===== src/rtl/traffic_pkg.sv =====
// Shared encodings for the intersection phase scheduler: light codes,
// approach directions and the phase enumeration.
// Pure declarations; no logic, no latency, no flow control.
package traffic_pkg;

  localparam logic [1:0] LIGHT_RED = 2'b00;
  localparam logic [1:0] LIGHT_YEL = 2'b01;
  localparam logic [1:0] LIGHT_GRN = 2'b10;

  localparam logic [1:0] DIR_N = 2'd0;
  localparam logic [1:0] DIR_E = 2'd1;
  localparam logic [1:0] DIR_S = 2'd2;
  localparam logic [1:0] DIR_W = 2'd3;

  typedef enum logic [1:0] {
    PH_HOLD   = 2'd0,
    PH_GREEN  = 2'd1,
    PH_YELLOW = 2'd2,
    PH_ALLRED = 2'd3
  } phase_e;

endpackage


===== src/rtl/phase_rr_picker.sv =====
// Round-robin direction picker: first demanded direction after last_dir, with wrap.
// Latency: purely combinational, zero cycles.
// Backpressure: none; force_pick overrides the search with force_dir.
// Ports: demand[3:0] (bit0=N..bit3=W), last_dir, force_pick, force_dir -> pick, any.
module phase_rr_picker
  import traffic_pkg::*;
(
  input  logic [3:0] demand,
  input  logic [1:0] last_dir,
  input  logic       force_pick,
  input  logic [1:0] force_dir,
  output logic [1:0] pick,
  output logic       any
);

  logic       found;
  logic [1:0] idx;

  always_comb begin
    pick  = last_dir;
    found = 1'b0;
    idx   = last_dir;
    // i runs 1..4 so last_dir itself is checked last; it may be re-picked
    // when it is the only direction with demand.
    for (int i = 1; i < 5; i++) begin
      idx = last_dir + 2'(i);
      if (!found && demand[idx]) begin
        pick  = idx;
        found = 1'b1;
      end
    end
    if (force_pick) begin
      pick = force_dir;
    end
    any = (|demand) | force_pick;
  end

endmodule


===== src/rtl/intersection_phase_scheduler.sv =====
// Green/yellow/all-red sequencer for four approaches with round-robin demand and one preempt.
// Latency: green appears on the edge after demand is first sampled; each phase lasts dur*TICK_DIV cycles.
// Backpressure: run=0 freezes every register; preempt holds a matching green or cuts a foreign green to yellow.
// Ports: run, green/yellow/allred_dur, req[3:0], preempt, preempt_dir ->
//        lights[7:0], active_dir, countdown_sec, phase, pending[3:0].
module intersection_phase_scheduler
  import traffic_pkg::*;
#(
  parameter int TICK_DIV = 100000000,
  parameter int DUR_W    = 8
) (
  input  logic             clk,
  input  logic             rst_n,
  input  logic             run,
  input  logic [DUR_W-1:0] green_dur,
  input  logic [DUR_W-1:0] yellow_dur,
  input  logic [DUR_W-1:0] allred_dur,
  input  logic [3:0]       req,
  input  logic             preempt,
  input  logic [1:0]       preempt_dir,
  output logic [7:0]       lights,
  output logic [1:0]       active_dir,
  output logic [DUR_W-1:0] countdown_sec,
  output logic [1:0]       phase,
  output logic [3:0]       pending
);

  localparam int PW = (TICK_DIV > 1) ? $clog2(TICK_DIV) : 1;

  phase_e           phase_q, phase_d;
  logic [1:0]       dir_q, dir_d;
  logic [DUR_W-1:0] cd_q, cd_d;
  logic [3:0]       pending_q, pending_d;
  logic [PW-1:0]    presc_q, presc_d;
  logic [7:0]       lights_q, lights_d;

  logic [3:0]       demand;
  logic [3:0]       green_mask;
  logic             tick, expire;
  logic [1:0]       pick;
  logic             pick_any;

  // Zero-length durations are stretched to one second.
  function automatic logic [DUR_W-1:0] eff_dur(input logic [DUR_W-1:0] d);
    return (d == '0) ? DUR_W'(1) : d;
  endfunction

  assign demand = pending_q | req;

  // Forcing is harmless outside HOLD/ALLRED-expiry since the pick is only
  // consumed there, and preempt_dir is sampled on the same cycle as the pick.
  phase_rr_picker u_picker (
    .demand     (demand),
    .last_dir   (dir_q),
    .force_pick (preempt),
    .force_dir  (preempt_dir),
    .pick       (pick),
    .any        (pick_any)
  );

  always_comb begin
    phase_d    = phase_q;
    dir_d      = dir_q;
    cd_d       = cd_q;
    pending_d  = pending_q;
    presc_d    = presc_q;
    lights_d   = lights_q;
    green_mask = (phase_q == PH_GREEN) ? (4'b0001 << dir_q) : 4'b0000;
    tick       = (presc_q == PW'(TICK_DIV - 1));
    expire     = tick && (cd_q == DUR_W'(1));

    if (run) begin
      pending_d = pending_q | (req & ~green_mask);
      presc_d   = tick ? '0 : presc_q + PW'(1);
      if (tick && (cd_q > DUR_W'(1))) begin
        cd_d = cd_q - DUR_W'(1);
      end

      unique case (phase_q)
        PH_HOLD: begin
          presc_d = '0;
          cd_d    = '0;
          if (pick_any) begin
            phase_d = PH_GREEN;
          end
        end
        PH_GREEN: begin
          if (preempt && (preempt_dir != dir_q)) begin
            phase_d = PH_YELLOW;
          end else if (preempt) begin
            // Serving the preempted direction: freeze the clock of this phase.
            presc_d = presc_q;
            cd_d    = cd_q;
          end else if (expire) begin
            phase_d = PH_YELLOW;
          end
        end
        PH_YELLOW: begin
          if (expire) begin
            phase_d = PH_ALLRED;
          end
        end
        PH_ALLRED: begin
          if (expire) begin
            phase_d = pick_any ? PH_GREEN : PH_HOLD;
            if (!pick_any) begin
              presc_d = '0;
              cd_d    = '0;
            end
          end
        end
      endcase

      // Phase entry actions: restart the prescaler and load the duration.
      if (phase_d != phase_q) begin
        presc_d = '0;
        unique case (phase_d)
          PH_GREEN: begin
            dir_d     = pick;
            cd_d      = eff_dur(green_dur);
            // Clearing the granted bit wins over a same-cycle set.
            pending_d = pending_d & ~(4'b0001 << pick);
          end
          PH_YELLOW: cd_d = eff_dur(yellow_dur);
          PH_ALLRED: cd_d = eff_dur(allred_dur);
          PH_HOLD:   cd_d = '0;
        endcase
      end
    end

    unique case (phase_d)
      PH_GREEN:  lights_d = 8'(LIGHT_GRN) << {dir_d, 1'b0};
      PH_YELLOW: lights_d = 8'(LIGHT_YEL) << {dir_d, 1'b0};
      default:   lights_d = {4{LIGHT_RED}};
    endcase
  end

  always_ff @(posedge clk or negedge rst_n) begin
    if (!rst_n) begin
      phase_q   <= PH_HOLD;
      dir_q     <= DIR_W;
      cd_q      <= '0;
      pending_q <= '0;
      presc_q   <= '0;
      lights_q  <= '0;
    end else begin
      phase_q   <= phase_d;
      dir_q     <= dir_d;
      cd_q      <= cd_d;
      pending_q <= pending_d;
      presc_q   <= presc_d;
      lights_q  <= lights_d;
    end
  end

  assign lights        = lights_q;
  assign active_dir    = dir_q;
  assign countdown_sec = cd_q;
  assign phase         = phase_q;
  assign pending       = pending_q;

endmodule


===== config.mk =====
export PLATFORM = sky130hd
export DESIGN_NAME = intersection_phase_scheduler
export DESIGN_NICKNAME = d
export VERILOG_FILES = /design/src/rtl/traffic_pkg.sv /design/src/rtl/phase_rr_picker.sv /design/src/rtl/intersection_phase_scheduler.sv
export SDC_FILE = /design/constraint.sdc
export NUM_CORES = 1
export LEC_CHECK = 0
export BUFFER_PORTS_ARGS = -buffer_cell sky130_fd_sc_hd__clkbuf_2
export CORE_ASPECT_RATIO = 1.25
export CORE_MARGIN = 2
export CORE_UTILIZATION = 39
export CTS_BUF_LIST = sky130_fd_sc_hd__clkbuf_4
export CTS_CLUSTER_DIAMETER = 200
export CTS_CLUSTER_SIZE = 24
export DETAILED_ROUTE_END_ITERATION = 10
export PLACE_DENSITY = 0.68
export SYNTH_ARGS = -nofsm -noshare
export SYNTH_HDL_FRONTEND = slang
export SYNTH_SLANG_ARGS = --single-unit

===== constraint.sdc =====
create_clock -name clk -period 3.3 [get_ports clk]
set_clock_uncertainty 0.1 [all_clocks]
set_input_delay 0.165 -clock clk [delete_from_list [all_inputs] [get_ports clk]]
set_output_delay 0.165 -clock clk [all_outputs]
set_load 0.05 [all_outputs]

==> results.ini, run 1 <==
[cells_and_area]
final_cell_mix = clkbuf_2 (57), buf_4 (54), nand2_1 (51)
multi_input_area_um2 = 2210
seq_area_um2 = 1280
final_cells = 662
final_core_util = 0.525
nets = 588
area_delta_synth_final_pct = 30.4
drive_above_1_share = 0.299
final_common_cell = clkbuf_2
nFillCells = 825
diodes = 0

[synth]
synth_cell_types = 62
yosys_warnings = 0
synth.avg_cell_area_um2 = 8.16
seq_area_frac_synth = 0.365
synth_nets = 476
syn_area_um2 = 3500
synth_edf_count = 0
synthFlopType = dfrtp_1
synthCells = 429
synth_seq_cells = 51
synthArstFlopShare = 1.00

[job]
drv_cap = 0

[routing]
viasPerCell = 5.74
wire_per_inst_um = 15.0
vias = 3798
finalWirelength_mm = 9.96
first_pass_iters = 4
drc = 0
drtIter0Drc = 228
detail-route-antenna-nets = 0

[timing]
fmax_mhz = 302
rsz0062_at_grt = yes
period_share = 1.00
tns_ns = -0.0115
timing.final.max_slew_violations = 0
layout_min_cycle_time_ns = 3.31
finalSetupViolations = 1
max_slew_margin = 0.526
tightest_slew_ns = 0.707
setup_ws_ns = -0.0115
finalHoldViolCount = 0

[die]
core-area_um2 = 8700
fp-row-count = 38
die_area_um2 = 9760
ios = 58
die_w_um = 88.8
initial_core_util = 0.403
die_y_um = 110

[setup_path]
cp_max_fo = 5
setup.worst_path.start = presc_q[1]
cp_data_arrival_time_ns = 3.50
rrSetupSlack_ns = -0.01
path_class = reg -> reg
reg2reg_to = lights[3]
required_ns = 3.49
reg2reg_depth = 11
crit_path_start_kind = register
r2r-start = presc_q[1]
endpoint_kind = register

[clock_network]
clock_latency_ns = 0.39
cts.clk_slew.worst_paths_ns = 0.17
cts_made_buffers = 5
clock_sinks = 51
cts_root_buf = clkbuf_4
clock_path_buffers = 2
cts_tree = yes
cts_max_level = 2

[power_and_ir_drop]
p_int_mw = 1.90
max-vdd-ir-drop_mv = 0.541
comb_power_share = 0.694
p_leak_nw = 1.98
p_sw_frac = 0.510
netSwitchingPower_mw = 1.98
pwr-share-seq = 0.225
power_density_nw_per_um2 = 851
p_total_mw = 3.88
p_clk_frac = 0.080

[status]
violations = setup timing
status = complete, but fails checks

[placement]
dp_cells = 643
io_buffers = 57
place_congestion = 0.862
hpwlAfterDp_mm = 7.26

[global_routing]
overflow = 0
grt_util_all_layers = 0.215
grt_antenna_before_repair = 0
grt_start_max_net_pins = 31
grt_pass1_wl_mm = 17.0
grt_pass1_vias = 3830

[min_path]
hp-class = in -> reg
min_to = pending[0]
hp-start = req[0]
hold_path_depth = 3

[metal layers]
metal,GRT usage,up-vias,share of wire
met1,0.258,1858,0.42
met4,0.0812,0,0.019
li1,-,1824,-
met2,0.386,95,0.53
met5,0,-,0
met3,0.0285,21,0.031
[synthesized netlist by cell type, drive strengths merged (3+ instances only)]
library cell	count	share of area
nand4	10	0.020
xnor2	4	0.010
nor2b	6	0.011
nand3	21	0.030
o2bb2ai	3	0.0075
mux2i	6	0.017
a31oi	10	0.018
nand2	51	0.055
o21ai	55	0.079
o31ai	9	0.019
inv	15	0.016
nand2b	3	0.0075
nor2	45	0.049
dfrtp	49	0.35
nor3	16	0.023
a21oi	18	0.026
or4	5	0.011
nor4b	3	0.011
o211ai	3	0.0064
nor4	10	0.020
a211oi	5	0.011
and3	7	0.013
clkbuf	12	0.013
nor3b	7	0.018
or4b	3	0.0086
ha	13	0.046
o22ai	3	0.0089
a22oi	3	0.0064
[worst max-delay path by stage]
stage / end / cells past startpoint
after floorplan: lights[5] / 12
after global placement: presc_q[12] / 11
after detailed placement: lights[5] / 10
after CTS: lights[5] / 10
after global routing: lights[3] / 11
final: lights[3] / 11
[critical path, cell delays in order (launching register included)]
cell      delay [ns]
dfrtp_1         0.45
ha_4            0.18
nand3_4         0.09
or2_4           0.25
or4_4           0.57
o21ai_2         0.13
or3b_4          0.40
a2111o_1        0.47
buf_4           0.18
nor2_4          0.12
a32oi_2         0.08
nor3_1          0.18
[timing repair]
item	CTS	global route
endpoints found under the setup margin	10	35
hold buffers	5	0
resized for setup	5	16
pin swaps	1	7
hold endpoints to repair	24	0
setup buffers	2	4
[metrics by stage]
step | hold slack [ns] | setup slack, ns | instance area, µm²
6_report | 0.00539 | -0.0115 | 4570
4_1_cts | 0.000760 | 0.0123 | 4480
5_1_grt | 0.00801 | -0.0983 | 4570
3_5_place_dp | 0.103 | -0.0256 | 4330
3_3_place_gp | 0.106 | 0.0330 | 4330
2_1_floorplan | -0.231 | 0.0460 | 3540
[final cells by class]
cell class	instances	area share
Clock buffer	6	0.00987
Timing Repair Buffer	119	0.175
Inverter	15	0.0123
Multi-Input combinational cell	349	0.485
Sequential cell	51	0.281
Tap cell	120	0.0329
Clock inverter	2	0.00356
[power by group through the flow]
stage / clock (mW) / combinational, mW / sequential [mW]
final: 0.313 / 2.70 / 0.874
after global routing: 0.340 / 2.93 / 0.894
after CTS: 0.319 / 2.58 / 0.873
after detailed placement: 0 / 2.53 / 0.880
after global placement: 0 / 2.48 / 0.875
after floorplan: 0 / 1.36 / 1.26
[flip-flops by register name, summed over array words and instances, names as in the netlist]
register       flops
presc_q           27
countdown_sec      8
lights             8
pending            4
active_dir         2
phase              2
[logic make-up after synthesis]
family,after synthesis,share of synthesized area
mux,8,0.0236
simple gates,195,0.292
xor+xnor,6,0.0150
buf+inv,29,0.0318
compound gates,127,0.227
fa+ha+maj,13,0.0464
flops,51,0.365
Power figures use the tool's default switching activity.
==> run 2, diff against run 1 <==
--- a/config.mk
+++ b/config.mk
@@ -8,12 +8,12 @@
 export BUFFER_PORTS_ARGS = -buffer_cell sky130_fd_sc_hd__clkbuf_2
 export CORE_ASPECT_RATIO = 1.25
 export CORE_MARGIN = 2
-export CORE_UTILIZATION = 39
+export CORE_UTILIZATION = 53
 export CTS_BUF_LIST = sky130_fd_sc_hd__clkbuf_4
 export CTS_CLUSTER_DIAMETER = 200
 export CTS_CLUSTER_SIZE = 24
 export DETAILED_ROUTE_END_ITERATION = 10
-export PLACE_DENSITY = 0.68
+export PLACE_DENSITY = 0.86
 export SYNTH_ARGS = -nofsm -noshare
 export SYNTH_HDL_FRONTEND = slang
 export SYNTH_SLANG_ARGS = --single-unit
==> run 2 against run 1 <==
The run now ends clean. Setup slack gained 0.040 ns. Total power grew 1.7%. Non-clock buffer count grew 3. Clock-buffer cell count is the same. Critical path depth shrank 1. Sequential power grew 0.6%. Register-to-register slack gained 0.04 ns. Global-route usage grew 5.8 points.
==> results.ini, run 2 (synthesis gave the netlist of run 1 again) <==
[status]
status = complete, no violations

[setup_path]
rrSetupSlack_ns = 0.03
reg2reg_to = lights[7]
crit_chain = ha_4 > nand3_4 > or2_1 > or4_4 > o21ai_2 > or3b_4 > a2111o_1 > nand2b_4 > o22ai_2 > nor3b_2
worst_setup_path_endpoint = lights[7]
critPathSlowestCell = or4_4
cp_max_fo = 6
setup.worst_path.start = presc_q[0]
reg2reg_depth = 10
path_class = reg -> reg
cp_data_arrival_time_ns = 3.50
crit_path_start_kind = register
endpoint_kind = register
r2r-start = presc_q[0]
required_ns = 3.53
cp_slowest_stage_delay_ns = 0.59

[cells_and_area]
final_common_cell = buf_4
final_cell_mix = buf_4 (58), clkbuf_2 (57), o21ai_0 (53)
nets = 591
final_core_util = 0.707
drive_above_1_share = 0.316
diodes = 0
largest_reg_flops = 27
final_cells = 632
largest-register = presc_q
area_delta_synth_final_pct = 30.9

[routing]
viasPerCell = 6.23
wire_per_inst_um = 16.4
vias = 3939
finalWirelength_mm = 10.4
drtIter0Drc = 334
first_pass_iters = 5
detail-route-antenna-nets = 0
drc = 0

[global_routing]
grt_antenna_before_repair = 0
grt_util_all_layers = 0.273
grt_pass1_vias = 3597
grt_start_max_net_pins = 33
grt.met1_usage = 0.311
overflow = 0
met2_usage = 0.513
grt_pass1_wl_mm = 16.1
grt.busiest_layer = met2
grtUsageMet3 = 0.0354

[clock_network]
clock_sinks = 51
cts_root_buf = clkbuf_4
cts_max_level = 2
cts_tree = yes
cts_made_buffers = 5
clock_path_buffers = 2
cts.clk_slew.worst_paths_ns = 0.15
clock_latency_ns = 0.39

[timing]
rsz0062_at_grt = yes
tightest_slew_ns = 0.877
finalSetupViolations = 0
tns_ns = 0
max_slew_margin = 0.415
timing.final.max_slew_violations = 0
layout_min_cycle_time_ns = 3.27
finalHoldViolCount = 0
fmax_mhz = 306
period_share = 0.991

[power_and_ir_drop]
max-vdd-ir-drop_mv = 0.708
power_density_nw_per_um2 = 862
p_leak_nw = 2.00

[min_path]
hp-class = in -> reg

[job]
drv_cap = 0

[placement]
dp_cells = 611
hpwlAfterDp_mm = 7.25
place_congestion = 0.901
io_buffers = 57

[die]
ios = 58
die_w_um = 76.7
die_y_um = 94.9
fp-row-count = 33
core-area_um2 = 6480
die_area_um2 = 7280
initial_core_util = 0.540

-- run 2: worst min path at each step --
stage,from,end,slack (ns),cells past startpoint
6_report,yellow_dur[4],countdown_sec[4],0.03,4
2_1_floorplan,rst_n,countdown_sec[0],-0.23,0
3_3_place_gp,rst_n,presc_q[26],0.20,1
4_1_cts,req[1],pending[1],0.02,3
5_1_grt,yellow_dur[4],countdown_sec[4],0.04,4
3_5_place_dp,rst_n,presc_q[26],0.22,1
-- run 2: timing repair --
item                       4_1_cts  5_1_grt
setup endpoints to repair       15       39
gates resized for setup          4       24
pin swaps                        2        8
setup buffers                    4        5
hold endpoints to repair        32        0
hold buffers                     4        0
-- run 2: cell type report --
| type | count | area [µm²] |
|---|---|---|
| Clock inverter | 2 | 12.5 |
| Multi-Input combinational cell | 349 | 2260 |
| Timing Repair Buffer | 122 | 812 |
| Sequential cell | 51 | 1290 |
| Clock buffer | 6 | 45.0 |
| Tap cell | 87 | 109 |
| Fill cell | 471 | 1900 |
| Inverter | 15 | 56.3 |
-- run 2: critical path, delay by kind of cell, from the launching register on --
family                   cells  cell delay [ns]
adder cells (fa/ha/maj)      1             0.19
flip-flops                   1             0.45
AND/OR/NAND/NOR              6             1.70
AO/OA/AOI/OAI                3             0.77
-- run 2: metal layers --
layer / up-vias / share of wire
met3: 36 / 0.053
met2: 185 / 0.52
li1: 1821 / -
met5: - / 0
met1: 1897 / 0.39
met4: 0 / 0.035
-- run 2: per-stage QoR --
stage / power, mW / setup WS, ns / hold WS (ns) / cell area [µm²]
finish: 3.95 / 0.0281 / 0.0336 / 4590
global placement: 3.30 / -0.00685 / 0.199 / 4290
CTS: 3.79 / 0.0415 / 0.0165 / 4430
global route: 4.20 / -0.161 / 0.0414 / 4590
floorplan: 2.61 / 0.0460 / -0.231 / 3540
detailed placement: 3.39 / -0.0926 / 0.217 / 4290
-- run 2: power breakdown --
part | switching (mW) | total, mW | internal (mW) | leakage [nW]
Clock | 0.211 | 0.302 | 0.0914 | 0.0333
Combinational | 1.70 | 2.77 | 1.07 | 1.30
Sequential | 0.120 | 0.879 | 0.758 | 0.664
